[src/rtl/load_store_unit_if.sv]
// Data-bus bundle between the load/store unit (master) and the memory port (slave).
// Signal names follow the load/store unit's view of the bus.
interface load_store_unit_if;
  logic        o_bus_req;
  logic        o_bus_we;
  logic [31:0] o_bus_addr;
  logic [3:0]  o_bus_be;
  logic [31:0] o_bus_wdata;
  logic        i_bus_ack;
  logic [31:0] i_bus_rdata;

  modport master (
    output o_bus_req,
    output o_bus_we,
    output o_bus_addr,
    output o_bus_be,
    output o_bus_wdata,
    input  i_bus_ack,
    input  i_bus_rdata
  );

  modport slave (
    input  o_bus_req,
    input  o_bus_we,
    input  o_bus_addr,
    input  o_bus_be,
    input  o_bus_wdata,
    output i_bus_ack,
    output i_bus_rdata
  );
endinterface

[src/rtl/load_store_unit.sv]
// Memory stage beside the execute ALU: byte/half/word loads and stores over a single
// req/ack data bus, with alignment checking, lane steering and a bus timeout.
module load_store_unit #(
  parameter int TIMEOUT_CYCLES = 256
) (
  input  logic              i_clk,
  input  logic              i_rst_n,
  input  logic              i_start,
  input  logic [31:0]       i_instruction,
  input  logic [31:0]       i_IR,
  input  logic [31:0]       i_A,
  input  logic [31:0]       i_B,
  output logic              o_busy,
  output logic              o_done,
  output logic              o_load_regfile,
  output logic [31:0]       o_loaddata,
  output logic              o_misaligned,
  output logic              o_bus_error,
  load_store_unit_if.master bus
);

  localparam int CNT_W = $clog2(TIMEOUT_CYCLES + 1);

  typedef enum logic [1:0] {
    ST_IDLE = 2'd0,
    ST_REQ  = 2'd1,
    ST_DONE = 2'd2
  } state_t;

  typedef enum logic [1:0] {
    SZ_B = 2'd0,
    SZ_H = 2'd1,
    SZ_W = 2'd2
  } size_t;

  function automatic logic misaligned_f(input size_t sz, input logic [1:0] off);
    case (sz)
      SZ_H:    misaligned_f = off[0];
      SZ_W:    misaligned_f = (off != 2'b00);
      default: misaligned_f = 1'b0;
    endcase
  endfunction

  function automatic logic [3:0] be_f(input size_t sz, input logic [1:0] off);
    case (sz)
      SZ_B:    be_f = 4'b0001 << off;
      SZ_H:    be_f = off[1] ? 4'b1100 : 4'b0011;
      default: be_f = 4'b1111;
    endcase
  endfunction

  function automatic logic [31:0] wdata_f(input size_t sz, input logic [31:0] data);
    case (sz)
      SZ_B:    wdata_f = {4{data[7:0]}};
      SZ_H:    wdata_f = {2{data[15:0]}};
      default: wdata_f = data;
    endcase
  endfunction

  // Picks the addressed lane out of the read word and extends it to 32 bits.
  function automatic logic [31:0] extract_f(input size_t sz, input logic sgn,
                                            input logic [1:0] off, input logic [31:0] rdata);
    logic [7:0]  b8;
    logic [15:0] h16;
    case (off)
      2'd0:    b8 = rdata[7:0];
      2'd1:    b8 = rdata[15:8];
      2'd2:    b8 = rdata[23:16];
      default: b8 = rdata[31:24];
    endcase
    h16 = off[1] ? rdata[31:16] : rdata[15:0];
    case (sz)
      SZ_B:    extract_f = {{24{sgn & b8[7]}}, b8};
      SZ_H:    extract_f = {{16{sgn & h16[15]}}, h16};
      default: extract_f = rdata;
    endcase
  endfunction

  state_t             state_r;
  state_t             state_nxt_s;
  logic [CNT_W-1:0]   cnt_r;
  logic [CNT_W-1:0]   cnt_nxt_s;

  logic               dec_valid_s;
  logic               dec_load_s;
  logic               dec_signed_s;
  size_t              dec_size_s;
  logic [31:0]        imm_i_s;
  logic [31:0]        imm_st_s;
  logic [31:0]        ea_s;

  logic               accept_s;
  logic               done_nxt_s;
  logic               mis_nxt_s;
  logic               err_nxt_s;
  logic               lrf_nxt_s;
  logic               cap_s;

  size_t              size_r;
  logic               signed_r;
  logic               load_r;
  logic [1:0]         off_r;
  logic               busy_r;
  logic               we_r;
  logic [31:0]        addr_r;
  logic [3:0]         be_r;
  logic [31:0]        wdata_r;
  logic               done_r;
  logic               mis_r;
  logic               err_r;
  logic               lrf_r;
  logic [31:0]        loaddata_r;
  logic               unused_s;

  assign unused_s = ^{i_IR[19:12], i_IR[6:0]};

  // Instruction-index decode into access size, direction and extension.
  always_comb begin
    dec_valid_s  = 1'b1;
    dec_load_s   = 1'b1;
    dec_signed_s = 1'b0;
    dec_size_s   = SZ_W;
    case (i_instruction)
      32'd27: begin dec_size_s = SZ_B; dec_signed_s = 1'b1; end
      32'd28: begin dec_size_s = SZ_H; dec_signed_s = 1'b1; end
      32'd29: dec_size_s = SZ_W;
      32'd30: dec_size_s = SZ_B;
      32'd31: dec_size_s = SZ_H;
      32'd32: begin dec_size_s = SZ_B; dec_load_s = 1'b0; end
      32'd33: begin dec_size_s = SZ_H; dec_load_s = 1'b0; end
      32'd34: begin dec_size_s = SZ_W; dec_load_s = 1'b0; end
      default: dec_valid_s = 1'b0;
    endcase
  end

  assign imm_i_s  = {{20{i_IR[31]}}, i_IR[31:20]};
  assign imm_st_s = {{20{i_IR[31]}}, i_IR[31:25], i_IR[11:7]};
  assign ea_s     = i_A + (dec_load_s ? imm_i_s : imm_st_s);

  // Next-state logic; an ack in the final timeout cycle still counts as success.
  always_comb begin
    state_nxt_s = state_r;
    cnt_nxt_s   = {CNT_W{1'b0}};
    accept_s    = 1'b0;
    done_nxt_s  = 1'b0;
    mis_nxt_s   = 1'b0;
    err_nxt_s   = 1'b0;
    lrf_nxt_s   = 1'b0;
    cap_s       = 1'b0;
    case (state_r)
      ST_IDLE: begin
        if (i_start && dec_valid_s) begin
          accept_s = 1'b1;
          if (misaligned_f(dec_size_s, ea_s[1:0])) begin
            state_nxt_s = ST_DONE;
            done_nxt_s  = 1'b1;
            mis_nxt_s   = 1'b1;
          end else begin
            state_nxt_s = ST_REQ;
          end
        end else begin
          state_nxt_s = ST_IDLE;
        end
      end
      ST_REQ: begin
        if (bus.i_bus_ack) begin
          state_nxt_s = ST_DONE;
          done_nxt_s  = 1'b1;
          lrf_nxt_s   = load_r;
          cap_s       = load_r;
        end else if (cnt_r == CNT_W'(TIMEOUT_CYCLES - 1)) begin
          state_nxt_s = ST_DONE;
          done_nxt_s  = 1'b1;
          err_nxt_s   = 1'b1;
        end else begin
          cnt_nxt_s = cnt_r + CNT_W'(1);
        end
      end
      ST_DONE: state_nxt_s = ST_IDLE;
      default: state_nxt_s = ST_IDLE;
    endcase
  end

  // FSM state and timeout counter registers.
  always_ff @(posedge i_clk or negedge i_rst_n) begin
    if (!i_rst_n) begin
      state_r <= ST_IDLE;
      cnt_r   <= {CNT_W{1'b0}};
    end else begin
      state_r <= state_nxt_s;
      cnt_r   <= cnt_nxt_s;
    end
  end

  // Request attributes latched at issue and held for the whole bus transaction.
  always_ff @(posedge i_clk or negedge i_rst_n) begin
    if (!i_rst_n) begin
      size_r   <= SZ_B;
      signed_r <= 1'b0;
      load_r   <= 1'b0;
      off_r    <= 2'b00;
      we_r     <= 1'b0;
      addr_r   <= 32'h0000_0000;
      be_r     <= 4'b0000;
      wdata_r  <= 32'h0000_0000;
    end else if (accept_s) begin
      size_r   <= dec_size_s;
      signed_r <= dec_signed_s;
      load_r   <= dec_load_s;
      off_r    <= ea_s[1:0];
      we_r     <= ~dec_load_s;
      addr_r   <= {ea_s[31:2], 2'b00};
      be_r     <= be_f(dec_size_s, ea_s[1:0]);
      wdata_r  <= wdata_f(dec_size_s, i_B);
    end
  end

  // Status pulses and the load result register.
  always_ff @(posedge i_clk or negedge i_rst_n) begin
    if (!i_rst_n) begin
      busy_r     <= 1'b0;
      done_r     <= 1'b0;
      mis_r      <= 1'b0;
      err_r      <= 1'b0;
      lrf_r      <= 1'b0;
      loaddata_r <= 32'h0000_0000;
    end else begin
      busy_r <= (state_nxt_s == ST_REQ);
      done_r <= done_nxt_s;
      mis_r  <= mis_nxt_s;
      err_r  <= err_nxt_s;
      lrf_r  <= lrf_nxt_s;
      if (cap_s) begin
        loaddata_r <= extract_f(size_r, signed_r, off_r, bus.i_bus_rdata);
      end
    end
  end

  assign o_busy          = busy_r;
  assign o_done          = done_r;
  assign o_misaligned    = mis_r;
  assign o_bus_error     = err_r;
  assign o_load_regfile  = lrf_r;
  assign o_loaddata      = loaddata_r;
  assign bus.o_bus_req   = busy_r;
  assign bus.o_bus_we    = we_r;
  assign bus.o_bus_addr  = addr_r;
  assign bus.o_bus_be    = be_r;
  assign bus.o_bus_wdata = wdata_r;

endmodule

[src/flat_wrapper.sv]
// flat-port wrapper written by rule: the top's interface ports become plain ports
module load_store_unit_flat 
#(
  parameter int TIMEOUT_CYCLES = 256
)
  (i_clk, i_rst_n, i_start, i_instruction, i_IR, i_A, i_B, o_busy, o_done, o_load_regfile, o_loaddata, o_misaligned, o_bus_error, bus_o_bus_req, bus_o_bus_we, bus_o_bus_addr, bus_o_bus_be, bus_o_bus_wdata, bus_i_bus_ack, bus_i_bus_rdata);
  load_store_unit_if bus_i ();
  input  logic i_clk;
  input  logic i_rst_n;
  input  logic i_start;
  input  logic [31:0] i_instruction;
  input  logic [31:0] i_IR;
  input  logic [31:0] i_A;
  input  logic [31:0] i_B;
  output logic o_busy;
  output logic o_done;
  output logic o_load_regfile;
  output logic [31:0] o_loaddata;
  output logic o_misaligned;
  output logic o_bus_error;
  output wire logic [$bits(bus_i.o_bus_req)-1:0] bus_o_bus_req;
  output wire logic [$bits(bus_i.o_bus_we)-1:0] bus_o_bus_we;
  output wire logic [$bits(bus_i.o_bus_addr)-1:0] bus_o_bus_addr;
  output wire logic [$bits(bus_i.o_bus_be)-1:0] bus_o_bus_be;
  output wire logic [$bits(bus_i.o_bus_wdata)-1:0] bus_o_bus_wdata;
  input wire logic [$bits(bus_i.i_bus_ack)-1:0] bus_i_bus_ack;
  input wire logic [$bits(bus_i.i_bus_rdata)-1:0] bus_i_bus_rdata;
  assign bus_o_bus_req = bus_i.o_bus_req;
  assign bus_o_bus_we = bus_i.o_bus_we;
  assign bus_o_bus_addr = bus_i.o_bus_addr;
  assign bus_o_bus_be = bus_i.o_bus_be;
  assign bus_o_bus_wdata = bus_i.o_bus_wdata;
  assign bus_i.i_bus_ack = bus_i_bus_ack;
  assign bus_i.i_bus_rdata = bus_i_bus_rdata;
  load_store_unit #(.TIMEOUT_CYCLES(TIMEOUT_CYCLES)) u_core (.i_clk(i_clk), .i_rst_n(i_rst_n), .i_start(i_start), .i_instruction(i_instruction), .i_IR(i_IR), .i_A(i_A), .i_B(i_B), .o_busy(o_busy), .o_done(o_done), .o_load_regfile(o_load_regfile), .o_loaddata(o_loaddata), .o_misaligned(o_misaligned), .o_bus_error(o_bus_error), .bus(bus_i));
endmodule
[config.mk]
export PLATFORM = sky130hd
export DESIGN_NAME = load_store_unit_flat
export DESIGN_NICKNAME = d
export VERILOG_FILES = /design/src/rtl/load_store_unit_if.sv /design/src/rtl/load_store_unit.sv /design/src/flat_wrapper.sv
export SDC_FILE = /design/constraint.sdc
export NUM_CORES = 1
export LEC_CHECK = 0
export ABC_AREA = 0
export ABC_CLOCK_PERIOD_IN_PS = 3870
export BUFFER_PORTS_ARGS = -buffer_cell sky130_fd_sc_hd__buf_2
export CORE_ASPECT_RATIO = 1.5
export CORE_MARGIN = 10
export CORE_UTILIZATION = 50
export DETAILED_ROUTE_END_ITERATION = 8
export HOLD_SLACK_MARGIN = 0.08
export PLACE_DENSITY_LB_ADDON = 0.05
export SKIP_LAST_GASP = 1
export SYNTH_ARGS = -nofsm -noshare
export SYNTH_HDL_FRONTEND = slang
export SYNTH_SLANG_ARGS = --single-unit
[constraint.sdc]
create_clock -name i_clk -period 3.87 [get_ports i_clk]
set_input_delay 0.774 -clock i_clk [delete_from_list [all_inputs] [get_ports i_clk]]
set_output_delay 0.774 -clock i_clk [all_outputs]
set_load 0.005 [all_outputs]
==> results.cfg, run 1 <==
[finish]
fin_nets = 1297
drive_above_1_share_pct = 35.1
seq_area_sq_mm = 0.00303
multiInputGateArea_sq_mm = 0.00425
n_fill_cell = 1301
fin_util_pct = 68.4
final_area_sq_mm = 0.00989
area_growth_pct = 34.9

[placed_design]
placed_cell_area_sq_mm = 0.00906
place_congestion = 0.932
pre_cts_slack_ns = -0.416
dp_hpwl_um = 18800
port_buffers = 253

[status]
violations = negative setup slack
status = complete, but fails checks

[routing]
drt_iter0_drc = 544
vias = 7155
routed_wl_um = 24300
wl_per_cell_um = 18.5
viasPerCell = 5.45
drtPass1Iterations = 5
drc = 0
ant_nets = 0

[global_route]
grt_max_degree = 62
gr-usage-all-layers_pct = 23.4
overflow = 0
grt_pass1_vias = 7352
grt_pass1_wl_um = 37900
antenna_found_initial = 4

[timing]
timing.final.crit_share_pct = 102
relSlewSlack_pct = 44.6
whs_ns = 0.465
layout_min_cycle_time_ns = 3.93
final.setup.worst_slack_ns = -0.0599
rsz0062_at_grt = yes
fmax_mhz = 254
fin_setup_tns_ns = -0.102
drv_slew = 0
worst_pin_slew_ns = 0.830
skew_ns = 0.0102
setup_viol = 5
hold_viol_final = 0

[clock_tree]
cts_max_path_buffers = 2
cts_hold_buf = 0
cts_tree = done
clock_latency_ns = 0.42
htreeDepth = 4
path_clk_slew_ns = 0.06
cts_made_buffers = 17
cts.sinks = 121
ctsRootBufferMaster = clkbuf_16

[power]
p_comb_share_pct = 16.0
clock_power_share_pct = 47.2
seq_power_share_pct = 36.9
internal-power_uw = 2500
ir_worst_vdd_mv = 0.255
power_density_mw_per_mm2 = 347
p_switching_uw = 930
power.leakage_uw = 0.00503
sw_frac_of_total_pct = 27.1

[synth]
yosysSeqAreaShare_pct = 41.3
synth_cell_types = 73
yosysWarningCount = 0
syn-cell-area_sq_mm = 0.00733
ys_seq_elements = 121
syn_inst = 823
async_flop_share_pct = 100
synth-main-ff-cell = dfrtp_1
synth_edf_count = 0
syn_avg_cell_area_sq_um = 8.90

[floorplan]
rows = 54
floorplan.initialDensity_pct = 50.7
core_area_sq_mm = 0.0145
die_width_um = 119
ios = 271
die_y_um = 168
die_area_sq_mm = 0.0200

[critical_path]
setup.worst_path.end_class = register
path_class = in -> reg
crit_chain = buf_2 -> nor4_2 -> nand2_1 -> nor2_4 -> and3_4 -> and2_4 -> buf_6 -> mux2_4 -> ha_4 -> buf_6 -> a21oi_4 -> o211ai_2 -> nor3b_4 -> o21a_2 -> o41ai_4 -> o21ai_1 -> xnor2_1 -> o21ai_1
critPathTopFamily = compound AO/OA/AOI/OAI gates
crit_buf_inv = 3
path_max_fanout = 4
critical_path_required_ns = 4.16
slowest_stage = o41ai_4
crit_arrival_ns = 4.22
cp_slowest_stage_delay_ns = 0.48
startpoint_type = input port

[hold_path]
hold_path.class = in -> async

[flow_run]
drv_cap = 0
[Yosys cell counts (all sizes together), types with 3 or more instances]
master | number | share of area (%)
nand4 | 5 | 0.43
ha | 32 | 5.5
nand2b | 6 | 0.51
dfrtp | 121 | 41
buf | 16 | 1.7
a22oi | 8 | 0.82
nor2 | 63 | 3.4
and2 | 10 | 0.85
xor2 | 14 | 1.7
nand2 | 118 | 6.0
nor2b | 10 | 0.85
inv | 19 | 0.97
o21a | 9 | 0.92
nor4 | 6 | 0.51
and3 | 5 | 0.44
nor3b | 4 | 0.48
a21o | 9 | 0.92
xnor2 | 20 | 2.4
mux2 | 18 | 2.8
o31ai | 3 | 0.31
nand3 | 20 | 1.4
a211oi | 3 | 0.48
o21bai | 6 | 0.61
o21ai | 112 | 7.7
or4 | 3 | 0.36
mux2i | 22 | 3.0
a21oi | 78 | 5.4
clkbuf | 27 | 1.4
a22o | 10 | 1.2
nor3 | 3 | 0.20
o211ai | 3 | 0.38
a31oi | 6 | 0.51
o22ai | 4 | 0.34
[area by class of cell]
class / count / area share [%]
Timing Repair Buffer: 300 / 17.0
Antenna cell: 5 / 0.127
Tap cell: 196 / 2.48
Clock inverter: 14 / 1.62
Clock buffer: 18 / 4.44
Multi-Input combinational cell: 641 / 43.0
Inverter: 19 / 0.721
Sequential cell: 121 / 30.6
[cell usage in the layout (no fill, tap or decap), types with 6 or more instances in the layout]
cell type  instances
o21bai_1           6
nand2_1          118
o21ai_0           86
a22o_1            10
a22oi_1            8
inv_1             18
nand3_1           18
ha_1              27
clkbuf_16         17
a21oi_1           74
nor2b_1           10
nor2_1            61
and2_1             8
dfrtp_1          121
o21ai_1           24
buf_2            250
buf_4             42
nand2b_1           6
xnor2_1           20
xor2_1            14
o21a_1             8
a21o_1             9
a31oi_1            6
mux2i_1           22
mux2_2            15
[sequential cells by signal, indices dropped and copies added, names as in the netlist, 2 cells and up]
name and count:
u_core.size_r 2, u_core.bus.o_bus_wdata 32, u_core.off_r 2, u_core.cnt_r 9
u_core.state_r 2, u_core.bus.o_bus_addr 30, u_core.bus.o_bus_be 4, u_core.o_loaddata 32
[power by group through the flow]
stage / clock network [uW] / registers [uW] / logic, uW
2_1_floorplan: 0 / 1290 / 289
3_3_place_gp: 0 / 1290 / 504
3_5_place_dp: 0 / 1290 / 507
4_1_cts: 1640 / 1270 / 511
5_1_grt: 1700 / 1260 / 606
6_report: 1620 / 1270 / 548
[per-layer routing]
metal	wire length, um	vias to the layer above	global-route usage [%]	part of all wire (%)
li1	-	3488	-	-
met3	1380	48	5.06	5.7
met4	795	0	8.68	3.3
met5	0	-	0	0
met2	13200	230	44.0	54
met1	8960	3389	24.9	37
[worst paths after layout]
| kind | start | to | slack (ns) | cells past startpoint |
|---|---|---|---|---|
| max | i_instruction[17] | u_core.bus.o_bus_addr[27] | -0.06 | 18 |
| min | i_rst_n | u_core.o_loaddata[7] | 0.46 | 1 |
| max reg2reg | u_core.state_r[1] | u_core.o_loaddata[15] | 1.59 | 4 |
| min reg2reg | u_core.o_loaddata[7] | u_core.o_loaddata[7] | 0.47 | 2 |
| max in group asynchronous | i_rst_n | u_core.bus.o_bus_be[3] | 2.57 | 2 |
| min in group i_clk | u_core.o_loaddata[7] | u_core.o_loaddata[7] | 0.47 | 2 |
[timing repair]
item                                    4_1_cts  5_1_grt
gates resized for setup                       0       30
endpoints found under the setup margin        0       15
buffers inserted                              0        9
[through the flow]
stage	cells	power, uW
floorplan	824	1580
global placement	1268	1790
detailed placement	1268	1800
CTS	1300	3410
global route	1311	3570
finish	1314	3430
[kinds of logic (layout without fill, tap and decap cells)]
family                     after synthesis  after routing  share of synthesized area, %
buffers and inverters                   62            351                          4.03
AOI/OAI and AO/OA                      272            272                          22.6
and+or+nand+nor                        259            259                          16.1
DFF                                    121            121                          41.3
xor gates and xnor gates                34             34                          4.06
adders and majority gates               33             33                          5.74
muxes                                   41             41                          6.08
other                                    1              7                        0.0512
No activity file was read; power rests on OpenSTA's default activity.
==> run 2, diff against run 1 <==
==> constraint.sdc (replaced) <==
create_clock -name i_clk -period 3.87 [get_ports i_clk]
set_input_delay 0.1935 -clock i_clk [delete_from_list [all_inputs] [get_ports i_clk]]
set_output_delay 0.1935 -clock i_clk [all_outputs]
set_load 0.005 [all_outputs]
==> run 2 against run 1 <==
Against the previous run:
- the run now ends clean
- critical path type unchanged
- highest routed layer is now met5
- via count increased by 0.22%
- sequential share of layout area increased by 0.085 points
- non-clock buffer count increased by 18
- design area decreased by 0.28%
- fmax increased by 10%
- critical endpoint is now u_core.bus.o_bus_addr[24]
- clock-buffer cell count increased by 1
- combinational power decreased by 5.1%
==> results.cfg, run 2 (same netlist as run 1, synthesis figures left out) <==
[status]
status = completed

[timing]
fin_setup_tns_ns = 0
relSlewSlack_pct = 45.6
rsz0062_at_grt = no
timing.final.crit_share_pct = 92.0
skew_ns = 0.0113
hold_viol_final = 0
worst_pin_slew_ns = 0.815
drv_slew = 0
fmax_mhz = 281
final.setup.worst_slack_ns = 0.309
whs_ns = 0.0972
setup_viol = 0
layout_min_cycle_time_ns = 3.56

[routing]
ant_nets = 0
wl_per_cell_um = 18.4
routed_wl_um = 24400
drtPass1Iterations = 5
vias = 7171
viasPerCell = 5.40
drt_iter0_drc = 556
drc = 0

[flow_run]
drv_cap = 0

[finish]
drive_above_1_share_pct = 30.5
fin_nets = 1315
final_common_cell = buf_2
final_cell_mix = buf_2 (252), dfrtp_1 (121), nand2_1 (118)
seq_area_sq_mm = 0.00303
n_fill_cell = 1276
area_growth_pct = 34.6
fin_util_pct = 68.2
multiInputGateArea_sq_mm = 0.00401

[hold_path]
hold_start = bus_i_bus_rdata[2]
min_to = u_core.o_loaddata[2]
hold_path_depth = 3
hold_path.class = in -> reg

[critical_path]
r2r_end = u_core.bus.o_bus_wdata[6]
rr_startpoint = u_core.state_r[1]
setup.worst_path.end_class = register
path_max_fanout = 5
startpoint_type = input port
reg2reg_depth = 5
crit_arrival_ns = 3.85
critPathLaunch = i_instruction[22]
critical_path_required_ns = 4.15
path_class = in -> reg
r2r_setup_slack_ns = 1.66

[placed_design]
dp_hpwl_um = 18800
pre_cts_slack_ns = -0.116
port_buffers = 253
place_congestion = 0.943

[power]
power_uw = 3510
power_density_mw_per_mm2 = 356
power.leakage_uw = 0.00505
ir_worst_vdd_mv = 0.231

[clock_tree]
cts_tree = done
cts.sinks = 121
htreeDepth = 4
clock_latency_ns = 0.43
path_clk_slew_ns = 0.06
ctsRootBufferMaster = clkbuf_16
cts_resized = 0
cts_setup_buffers = 0
cts_made_buffers = 17
cts_max_path_buffers = 2

[global_route]
grt_pass1_wl_um = 39000
grt_max_degree = 71
overflow = 0
grt_pass1_vias = 7483
antenna_found_initial = 3
gr-usage-all-layers_pct = 24.1

[floorplan]
core_area_sq_mm = 0.0145
die_area_sq_mm = 0.0200
floorplan.initialDensity_pct = 50.7
ios = 271
die_width_um = 119
die_y_um = 168
rows = 54
==> run 2: cell types whose count changed in the layout (fill, tap and decap cells not counted), moves of 4 or more <==
cell and change:
buf_4 -16, buf_6 -5, dlygate4sd3_1 +40, ha_1 +5, ha_4 -5, inv_6 -4, nor4_1 +4, o21ai_0 +8
o21ai_1 -6
==> run 2: critical path, cell delays in order <==
cell	delay (ns)
buf_2	0.10
nor4_1	0.36
nand3_1	0.17
nor2_2	0.18
and3_1	0.19
and2_1	0.15
mux2_2	0.34
ha_1	0.21
fa_1	0.38
a21o_1	0.20
a31o_2	0.26
a211o_1	0.29
and2_1	0.17
a41oi_2	0.26
o21ai_0	0.16
xnor2_1	0.15
o21ai_0	0.08
==> run 2: worst max path at each step <==
stage	end	slack, ns	cells past startpoint
2_1_floorplan	u_core.bus.o_bus_addr[24]	0.08	17
3_3_place_gp	u_core.bus.o_bus_addr[24]	-0.05	17
3_5_place_dp	u_core.bus.o_bus_addr[24]	-0.12	17
4_1_cts	u_core.bus.o_bus_addr[24]	0.32	17
5_1_grt	u_core.bus.o_bus_addr[24]	0.03	17
6_report	u_core.bus.o_bus_addr[24]	0.31	17
==> run 2: power by group <==
part | switching (uW) | total, uW | internal [uW]
Clock | 612 | 1730 | 1120
Sequential | 0.0000430 | 1270 | 1270
Combinational | 275 | 520 | 245
==> run 2: cell type report <==
type,instances,area share [%]
Tap cell,196,2.49
Antenna cell,2,0.0508
Sequential cell,121,30.7
Clock buffer,19,4.59
Multi-Input combinational cell,641,40.6
Clock inverter,13,1.95
Inverter,19,0.723
Timing Repair Buffer,318,18.8
==> run 2: timing repair <==
item | in CTS | in global routing
setup endpoints to repair | 0 | 0
endpoints found under the hold margin | 97 | 0
hold buffers | 40 | 0
==> run 2: metrics by stage <==
step                instance area [sq um]  std cells
floorplan                            7330        824
global placement                     8810       1255
global route                         9860       1329
CTS                                  9850       1327
finish                               9860       1329
detailed placement                   8810       1255
==> run 2: routing by layer <==
| metal | global-route usage (%) | share of wire (%) |
|---|---|---|
| met1 | 24.9 | 37 |
| met5 | 0 | 0.053 |
| met3 | 5.96 | 5.3 |
| met2 | 44.3 | 54 |
| met4 | 11.8 | 3.8 |
